$ cat config.mk
export PLATFORM = sky130hd
export DESIGN_NAME = gfx_rom_arbiter
export DESIGN_NICKNAME = d
export VERILOG_FILES = /design/src/rtl/gfx_rom_pkg.sv /design/src/rtl/gfx_rom_rr_pick.sv /design/src/rtl/gfx_rom_arbiter.sv
export SDC_FILE = /design/constraint.sdc
export NUM_CORES = 1
export LEC_CHECK = 0
export BUFFER_PORTS_ARGS = -buffer_cell sky130_fd_sc_hd__buf_2
export CAP_MARGIN = 20
export CORE_MARGIN = 3
export CORE_UTILIZATION = 53
export DETAILED_ROUTE_END_ITERATION = 10
export GPL_TIMING_DRIVEN = 0
export MAX_ROUTING_LAYER = met4
export PLACE_DENSITY = 0.76
export SETUP_SLACK_MARGIN = 0.2
export SLEW_MARGIN = 5
export SYNTH_ARGS = -nofsm -noshare
export SYNTH_HDL_FRONTEND = slang
export SYNTH_SLANG_ARGS = --single-unit
$ cat constraint.sdc
create_clock -name clk -period 9.58 [get_ports clk]
set_clock_uncertainty 0.05 [all_clocks]
set_input_delay 1.437 -clock clk [delete_from_list [all_inputs] [get_ports clk]]
set_output_delay 1.437 -clock clk [all_outputs]
set_load 0.05 [all_outputs]
$ cat src/rtl/gfx_rom_pkg.sv
// Shared types and default widths for the graphics-ROM arbiter.
// State encoding for the arbiter FSM plus ROM word/address widths.
package gfx_rom_pkg;
  localparam int ROM_AW = 21;
  localparam int ROM_DW = 32;

  typedef enum logic {
    ST_IDLE = 1'b0,
    ST_WAIT = 1'b1
  } state_t;
endpackage

$ cat src/rtl/gfx_rom_rr_pick.sv
// Round-robin picker: first pending port at or above rr_ptr, wrapping modulo NUM_PORTS.
// Purely combinational; no latency, no flow control of its own.
module gfx_rom_rr_pick #(
  parameter int NUM_PORTS = 3,
  parameter int PW        = $clog2(NUM_PORTS)
) (
  input  logic [NUM_PORTS-1:0] pending,
  input  logic [PW-1:0]        rr_ptr,
  output logic [PW-1:0]        grant,
  output logic                 grant_valid
);

  logic [PW:0] idx;

  // Scan from the farthest offset down so the nearest pending port wins last.
  always_comb begin
    grant       = '0;
    grant_valid = 1'b0;
    idx         = '0;
    for (int k = NUM_PORTS - 1; k >= 0; k--) begin
      idx = {1'b0, rr_ptr} + (PW+1)'(k);
      if (idx >= (PW+1)'(NUM_PORTS)) idx = idx - (PW+1)'(NUM_PORTS);
      if (pending[idx[PW-1:0]]) begin
        grant       = idx[PW-1:0];
        grant_valid = 1'b1;
      end
    end
  end

endmodule

$ cat src/rtl/gfx_rom_arbiter.sv
// Round-robin share of one ROM SDRAM channel with a last-word cache per port.
// Hit: 1 cycle; miss: 1 + downstream + 1 cycles; ports back-pressured by withholding the ack toggle.
module gfx_rom_arbiter
  import gfx_rom_pkg::*;
#(
  parameter int NUM_PORTS  = 3,
  parameter int ADDR_WIDTH = ROM_AW,
  parameter int DATA_WIDTH = ROM_DW
) (
  input  logic                            clk,
  input  logic                            resetn,
  input  logic [NUM_PORTS*ADDR_WIDTH-1:0] port_addr,
  input  logic [NUM_PORTS-1:0]            port_req,
  output logic [NUM_PORTS-1:0]            port_ack,
  output logic [NUM_PORTS*DATA_WIDTH-1:0] port_data,
  output logic [ADDR_WIDTH-1:0]           sdr_addr,
  output logic                            sdr_req,
  input  logic                            sdr_ack,
  input  logic [DATA_WIDTH-1:0]           sdr_data,
  input  logic                            flush,
  output logic                            busy
);

  localparam int PW = $clog2(NUM_PORTS);

  state_t                  state;
  state_t                  state_nxt;
  logic [NUM_PORTS-1:0]    pending;
  logic [NUM_PORTS-1:0]    valid;
  logic [ADDR_WIDTH-1:0]   paddr     [NUM_PORTS];
  logic [ADDR_WIDTH-1:0]   last_addr [NUM_PORTS];
  logic [DATA_WIDTH-1:0]   pdata     [NUM_PORTS];
  logic [DATA_WIDTH-1:0]   last_data [NUM_PORTS];
  logic [PW-1:0]           rr_ptr;
  logic [PW-1:0]           grant;
  logic [PW-1:0]           gnt_q;
  logic                    grant_valid;
  logic                    hit;
  logic                    fill;

  for (genvar i = 0; i < NUM_PORTS; i++) begin : g_port
    assign paddr[i] = port_addr[i*ADDR_WIDTH +: ADDR_WIDTH];
    assign port_data[i*DATA_WIDTH +: DATA_WIDTH] = pdata[i];
  end

  assign pending = port_req ^ port_ack;

  gfx_rom_rr_pick #(
    .NUM_PORTS (NUM_PORTS),
    .PW        (PW)
  ) u_pick (
    .pending     (pending),
    .rr_ptr      (rr_ptr),
    .grant       (grant),
    .grant_valid (grant_valid)
  );

  assign hit  = grant_valid && valid[grant] && (paddr[grant] == last_addr[grant]);
  assign fill = (state == ST_WAIT) && (sdr_ack == sdr_req);

  always_ff @(posedge clk or negedge resetn) begin
    if (!resetn) state <= ST_IDLE;
    else         state <= state_nxt;
  end

  always_comb begin
    state_nxt = state;
    case (state)
      ST_IDLE: if (grant_valid && !hit) state_nxt = ST_WAIT;
      ST_WAIT: if (sdr_ack == sdr_req) state_nxt = ST_IDLE;
      default: state_nxt = ST_IDLE;
    endcase
  end

  always_comb begin
    busy = (state == ST_WAIT);
  end

  always_ff @(posedge clk or negedge resetn) begin
    if (!resetn) begin
      port_ack <= '0;
      sdr_req  <= 1'b0;
      sdr_addr <= '0;
      rr_ptr   <= '0;
      gnt_q    <= '0;
      valid    <= '0;
      for (int i = 0; i < NUM_PORTS; i++) begin
        pdata[i]     <= '0;
        last_addr[i] <= '0;
        last_data[i] <= '0;
      end
    end else begin
      if (state == ST_IDLE && grant_valid) begin
        if (grant == PW'(NUM_PORTS - 1)) rr_ptr <= '0;
        else                             rr_ptr <= grant + 1'b1;
        if (hit) begin
          pdata[grant]    <= last_data[grant];
          port_ack[grant] <= ~port_ack[grant];
        end else begin
          sdr_addr <= paddr[grant];
          sdr_req  <= ~sdr_req;
          gnt_q    <= grant;
        end
      end
      if (fill) begin
        pdata[gnt_q]     <= sdr_data;
        port_ack[gnt_q]  <= ~port_ack[gnt_q];
        last_addr[gnt_q] <= sdr_addr;
        last_data[gnt_q] <= sdr_data;
        valid[gnt_q]     <= 1'b1;
      end
      // Later assignment wins: a flush coinciding with a fill leaves the entry invalid.
      if (flush) valid <= '0;
    end
  end

endmodule

==> flow_summary.json, run 1 <==
{
  "outcome": "complete, no violations",
  "pre_cts_ws_ps": 3240,
  "routed-wl-met2_um": 18600,
  "slowest_delay_ps": 580,
  "cts_resized": 0,
  "critPathSlowestCell": "nor3_2",
  "end_kind": "register",
  "cap_violations": 0,
  "clock-sinks": 288,
  "met3_length_um": 3480,
  "synth_nets": 1504,
  "die_area_um2": 26600,
  "crit_end": "port_data[37]",
  "highest_layer": "met4",
  "synth_edf_count": 0,
  "critPathRequiredTime_ps": 9930,
  "antenna_found_initial": 2,
  "rows": 56,
  "start_util": 0.548,
  "post-route-period-util": 0.581,
  "crit_fanout": 10,
  "met1Wirelength_um": 15800,
  "nets": 1763,
  "setup_slack_ps": 4020,
  "cts_buffer_depth": 3,
  "multi_input_area_um2": 5440,
  "final_area_um2": 15700,
  "path_depth": 15,
  "htreeDepth": 1,
  "cp_num_buf_inv": 4,
  "synthTopCellsByArea": "dfrtp_1 55%, nand2_1 14%, mux2i_1 9.9%",
  "path_common_cell": "buf_2",
  "async_flop_share": 1.00,
  "dr.first_iter.drc_count": 1344,
  "regArea_um2": 7210,
  "syn_inst": 1399,
  "worst_r2r_endpoint": "port_data[37]",
  "netlist_area_um2": 13100,
  "routedWlPerCell_um": 19.6,
  "placement.cell_area_um2": 14700,
  "overflow": 0,
  "clock_latency_ps": 570,
  "timing_worst_setup_path_type": "input pin to register",
  "synth.ff_latch_count": 288,
  "cts_tree": "built",
  "core-area_um2": 23900,
  "crit_path_start_kind": "input pin",
  "worst-r2r-setup-slack_ps": 4340,
  "min_period_ps": 5560,
  "powerDensity_nw_per_um2": 439,
  "drv_slew": 0,
  "timing.final.hold_violations": 0,
  "grtUsageTotal": 0.297,
  "worstMarginPinSlew_ps": 1050,
  "fillers": 1923,
  "dp.final_hpwl_um": 26500,
  "via_per_inst": 5.69,
  "crit_chain": "buf_2, xnor2_2, o22ai_1, nor3_2, buf_2, buf_2, mux2i_1, a2bb2oi_1, xor2_1, nand4_1, nor4_4, nand4_1, buf_2, mux2i_1, o21ai_0",
  "r2r_start": "rr_ptr[1]",
  "vdd_drop_max_mv": 0.229,
  "dr.pass1.iters": 6,
  "layout-drive-gt1-share": 0.185,
  "hold_buffers": 0,
  "fin_setup_tns_ps": 0,
  "die_x_um": 163,
  "drt-total-wl_um": 39300,
  "synth_top_cell_area_share": 0.551,
  "ant_nets": 0,
  "grt_max_degree": 110,
  "synth-main-ff-cell": "dfrtp_1",
  "grt_pass1_wl_um": 60300,
  "dieHeight_um": 163,
  "port_buffers": 223,
  "fmax_mhz": 180,
  "finalSetupViolCount": 0,
  "critPathArrivalTime_ps": 5910,
  "yosys.area.top_type": "dfrtp_1",
  "relSlewSlack": 0.298,
  "grt_pass1_vias": 11000,
  "yosysWarnings": 0,
  "post_cts_buffers": 0,
  "synthDistinctLibCells": 48,
  "hold_path_class": "register to register",
  "ff2ff_path_depth": 15,
  "yosysSeqAreaShare": 0.551,
  "finalWeightedCongestion": 0.910,
  "postSynthAreaPerCell_um2": 9.36,
  "critical-path-top-delay-family": "simple AND/OR/NAND/NOR gates",
  "cts.clk_slew.worst_paths_ps": 60,
  "boundaryPins": 224,
  "cts_made_buffers": 31,
  "fin_util": 0.657,
  "root_buffer": "clkbuf_16",
  "crit_start": "port_req[1]",
  "vias": 11400,
  "route.detailed.drc": 0,
  "rsz0062_at_grt": "false",
  "p_leak_uw": 0.00803,
  "syn_to_final_growth_pct": 20.0
}
[worst min path at each step]
stage,from,end,slack [ps],cells past startpoint
2_1_floorplan,last_data[0],last_data[0],390,2
3_3_place_gp,last_data[16],last_data[16],400,2
3_5_place_dp,last_data[29],last_data[29],400,2
4_1_cts,last_data[29],last_data[29],420,2
5_1_grt,last_data[31],last_data[31],440,2
6_report,last_data[29],last_data[29],420,2
[cell usage in the layout (no fill, tap or decap), types with 3 or more instances in the layout]
| cell | synthesis | layout |
|---|---|---|
| nand2_1 | 503 | 503 |
| dfrtp_1 | 288 | 288 |
| buf_2 | 14 | 236 |
| mux2i_1 | 129 | 129 |
| o21ai_0 | 70 | 70 |
| o21ai_1 | 67 | 67 |
| clkbuf_1 | 58 | 66 |
| nor2_1 | 54 | 54 |
| clkbuf_16 | 0 | 31 |
| a21oi_1 | 27 | 27 |
| nand3_1 | 21 | 21 |
| a31oi_1 | 21 | 21 |
| a2bb2oi_1 | 20 | 20 |
| xor2_1 | 17 | 17 |
| inv_1 | 12 | 12 |
| and2_1 | 10 | 10 |
| buf_1 | 9 | 9 |
| xnor2_1 | 8 | 8 |
| clkinv_2 | 0 | 7 |
| buf_6 | 6 | 6 |
| nor3_1 | 5 | 5 |
| or3_1 | 5 | 5 |
| nand4_1 | 5 | 5 |
| mux2_1 | 5 | 5 |
| mux2_2 | 5 | 5 |
| clkbuf_8 | 0 | 5 |
| nand2b_1 | 4 | 4 |
| diode_2 | 0 | 3 |
| nor2b_1 | 3 | 3 |
| ha_1 | 3 | 3 |
| bufinv_16 | 0 | 3 |
[report_power, final]
group | total [uW] | leakage, uW | switching [uW] | internal, uW
Clock | 1200 | 0.000502 | 489 | 714
Sequential | 2180 | 0.00359 | 376 | 1800
Combinational | 3520 | 0.00394 | 2500 | 1010
[per-layer routing]
layer  track usage  up-vias
met5             -        -
met4         0.120        0
met3        0.0411      113
met2         0.461      573
met1         0.400     5541
li1              -     5183
[cells by family (layout without fill, tap and decap cells)]
group,count (synthesis),after routing,share of synthesized area
AND/OR/NAND/NOR,624,624,0.192
flip-flops,288,288,0.551
AO/OA/AOI/OAI,218,218,0.0946
multiplexers,139,139,0.107
buffers and inverters,100,383,0.0337
XOR/XNOR,27,27,0.0192
adder cells (fa/ha/maj),3,3,0.00287
other,0,3,0
[metrics by stage]
step	hold WS (ps)	total power (uW)	instances
finish	415	6900	2004
global route	436	7270	2003
CTS	420	6860	2000
detailed placement	404	5650	1943
global placement	399	5540	1941
floorplan	388	4620	1399
[synth_stat cells, types with 3 or more instances]
master / number
mux2i_1: 129
nand2_1: 503
ha_1: 3
clkbuf_1: 58
o21ai_0: 70
a21oi_1: 27
buf_6: 6
xor2_1: 17
a31oi_1: 21
nand2b_1: 4
xnor2_1: 8
nand4_1: 5
nor3_1: 5
nand3_1: 21
dfrtp_1: 288
o21ai_1: 67
mux2_1: 5
nor2_1: 54
inv_1: 12
nor2b_1: 3
buf_1: 9
mux2_2: 5
or3_1: 5
buf_2: 14
a2bb2oi_1: 20
and2_1: 10
[layout make-up]
class,count,share of cell area
diodes,3,0.000478
plain buffers,88,0.0253
clock buffers,44,0.0557
clock inverters,13,0.00948
inverters,12,0.00287
multi-input cells,1011,0.346
flip-flops and latches,288,0.459
well taps,319,0.0254
repair buffers,226,0.0757
[sequential cells by signal, indices dropped and copies added, names as in the netlist]
| register | flops |
|---|---|
| last_data | 96 |
| port_data | 96 |
| last_addr | 63 |
| sdr_addr | 21 |
| port_ack | 3 |
| valid | 3 |
| gnt_q | 2 |
| rr_ptr | 2 |
| busy | 1 |
| sdr_req | 1 |
[worst reg2reg max path, cell delays in order, from the launching register on]
cell and delay, ps:
dfrtp_1 430, ha_1 430, nor2b_1 210, a221oi_1 120, nor3_2 520, buf_2 400
buf_2 410, mux2i_1 260, a2bb2oi_1 310, xor2_1 210, nand4_1 200, nor4_4 400
nand4_1 420, buf_2 400, mux2i_1 200, o21ai_0 100
Power figures use the tool's default switching activity.
==> inputs of run 2 (changes only) <==
--- a/config.mk
+++ b/config.mk
@@ -5,6 +5,7 @@
 export SDC_FILE = /design/constraint.sdc
 export NUM_CORES = 1
 export LEC_CHECK = 0
+export ABC_AREA = 1
 export BUFFER_PORTS_ARGS = -buffer_cell sky130_fd_sc_hd__buf_2
 export CAP_MARGIN = 20
 export CORE_MARGIN = 3
@@ -12,7 +13,7 @@
 export DETAILED_ROUTE_END_ITERATION = 10
 export GPL_TIMING_DRIVEN = 0
 export MAX_ROUTING_LAYER = met4
-export PLACE_DENSITY = 0.76
+export PLACE_DENSITY = 0.75
 export SETUP_SLACK_MARGIN = 0.2
 export SLEW_MARGIN = 5
 export SYNTH_ARGS = -nofsm -noshare
==> constraint.sdc (replaced) <==
create_clock -name clk -period 5.7 [get_ports clk]
set_clock_uncertainty 0.05 [all_clocks]
set_input_delay 0.855 -clock clk [delete_from_list [all_inputs] [get_ports clk]]
set_output_delay 0.855 -clock clk [all_outputs]
set_load 0.05 [all_outputs]
==> flow_summary.json, run 2 <==
{
  "fin_util": 0.638,
  "synth_top_cell_area_share": 0.473,
  "timing_worst_setup_path_type": "register to register",
  "cts.clk_slew.worst_paths_ps": 60,
  "relSlewSlack": 0.438,
  "yosys.area.top_type": "dfrtp_1",
  "final_area_um2": 17900,
  "synthTopCellsByArea": "dfrtp_1 47%, nand2_1 17%, o21ai_0 7.5%",
  "post-route-period-util": 0.776,
  "min_period_ps": 4420,
  "ff2ff_path_depth": 25,
  "overflow": 0,
  "stdcell_count": 2765,
  "synth-main-ff-cell": "dfrtp_1",
  "hold_path_class": "input pin to asynchronous set/reset pin",
  "worstMarginPinSlew_ps": 842,
  "r2r_start": "rr_ptr[0]",
  "dr.first_iter.drc_count": 1876,
  "finalWeightedCongestion": 0.948,
  "drv_slew": 0,
  "critPathRequiredTime_ps": 6090,
  "finalSetupViolCount": 0,
  "yosysSeqAreaShare": 0.473,
  "crit_fanout": 10,
  "grt_pass1_wl_um": 83900,
  "grt_max_degree": 118,
  "hold_buffers": 0,
  "yosysWarnings": 0,
  "drt-total-wl_um": 54500,
  "cts_tree": "built",
  "cts_made_buffers": 34,
  "clock_latency_ps": 520,
  "worst-r2r-setup-slack_ps": 1280,
  "dieHeight_um": 176,
  "critPathArrivalTime_ps": 4820,
  "fin_setup_tns_ps": 0,
  "start_util": 0.542,
  "die_area_um2": 30800,
  "antenna_found_initial": 0,
  "timing.final.hold_violations": 0,
  "crit_path_start_kind": "register",
  "dp.cells": 2708,
  "layout-drive-gt1-share": 0.143,
  "post_cts_buffers": 0,
  "boundaryPins": 224,
  "dr.pass1.iters": 6,
  "fmax_mhz": 226,
  "core-area_um2": 28100,
  "async_flop_share": 1.00,
  "synth_edf_count": 0,
  "num_antenna_cells": 0,
  "syn_to_final_growth_pct": 17.7,
  "crit_end": "port_data[23]",
  "synthDistinctLibCells": 31,
  "grt_pass1_vias": 15100,
  "synth_common_cells": "689 x nand2_1, 297 x inv_1, 288 x dfrtp_1",
  "layout_common_cells": "689 x nand2_1, 297 x inv_1, 288 x dfrtp_1",
  "die_x_um": 176,
  "outcome": "complete, no violations",
  "via_per_inst": 5.71,
  "cts_resized": 0,
  "rows": 61,
  "post-synth-top-count-cell": "nand2_1",
  "vias": 15800,
  "cts_buffer_depth": 3,
  "end_kind": "register",
  "htreeDepth": 2,
  "port_buffers": 223,
  "rsz0062_at_grt": "false",
  "clock-sinks": 288,
  "syn_inst": 2105,
  "cap_violations": 0,
  "netlist_area_um2": 15200,
  "synth_nets": 2210,
  "fillers": 2618,
  "synth.ff_latch_count": 288,
  "routedWlPerCell_um": 19.7,
  "route.detailed.drc": 0,
  "placement.cell_area_um2": 16900,
  "layout_commonest_cell": "nand2_1",
  "dp.final_hpwl_um": 38900,
  "grtUsageTotal": 0.362,
  "worst_r2r_endpoint": "port_data[23]",
  "nets": 2471,
  "crit_start": "rr_ptr[0]",
  "postSynthAreaPerCell_um2": 7.23,
  "ant_nets": 0,
  "root_buffer": "clkbuf_16"
}
==> run 2: cell count changes in the layout (fill, tap and decap cells not counted), sizes merged, moves of 15 or more <==
cell and delta:
a2bb2oi -20, a31oi -21, buf +21, clkbuf +36, inv +294, mux2i -129, nand2 +191, nand3 +172
nand4 +118, o21ai +110, or2 +15, xor2 -16
==> run 2: cell families (layout without fill, tap and decap cells) <==
logic type	after synthesis	in the layout	synth area share
flops	288	288	0.473
fa+ha+maj	3	3	0.00247
simple gates	1084	1084	0.309
buf+inv	445	727	0.118
compound gates	282	282	0.0951
xor+xnor	3	3	0.00173
==> run 2: stage by stage <==
step	hold WS (ps)	setup slack (ps)
finish	252	1280
floorplan	394	2320
CTS	285	1420
global route	296	933
global placement	406	-1690
detailed placement	411	1180
==> run 2: layout make-up <==
| cell class | count | area (um2) | share of cell area |
|---|---|---|---|
| Timing Repair Buffer | 225 | 1180 | 0.0659 |
| Sequential cell | 288 | 7210 | 0.402 |
| Clock inverter | 5 | 28.8 | 0.00161 |
| Inverter | 307 | 1150 | 0.0643 |
| Tap cell | 378 | 473 | 0.0264 |
| Multi-Input combinational cell | 1372 | 6220 | 0.347 |
| Buffer | 138 | 646 | 0.0360 |
| Clock buffer | 52 | 1010 | 0.0563 |
==> run 2: worst min path at each step <==
stage / depth (start not counted) / start / slack (ps) / endpoint
after floorplan: 2 / last_data[38] / 390 / last_data[38]
after global placement: 2 / last_data[44] / 410 / last_data[44]
after detailed placement: 2 / last_data[80] / 410 / last_data[80]
after CTS: 1 / resetn / 290 / sdr_addr[10]
after global routing: 1 / resetn / 300 / sdr_addr[9]
final: 1 / resetn / 250 / sdr_addr[9]
==> run 2: layer usage <==
metal	vias up	wire length [um]	track usage
met3	170	5970	0.0540
met4	0	2790	0.174
met5	-	0	-
met1	7438	21500	0.479
li1	7236	-	-
met2	956	24200	0.552
==> run 2: critical path: stages (launching register included) <==
cell	delay (ps)
dfrtp_1	340
inv_1	70
ha_1	340
inv_2	120
nand3_1	80
nand2_1	90
nand2_1	80
o21ai_1	80
nand2_1	60
nand2_1	160
buf_4	220
clkbuf_1	500
nand4_1	200
nand3_1	210
nor2_1	60
nor2_1	150
nand2_1	70
nor2_1	100
nand2_1	80
nor2_2	210
nand3_2	340
buf_2	350
buf_6	180
nand2_1	60
nand3_1	60
nand2_1	90
Power of run 2 is left out: the tool's default activity adds up to more than one toggle a clock period on the data nets, which glitch-free logic cannot reach.
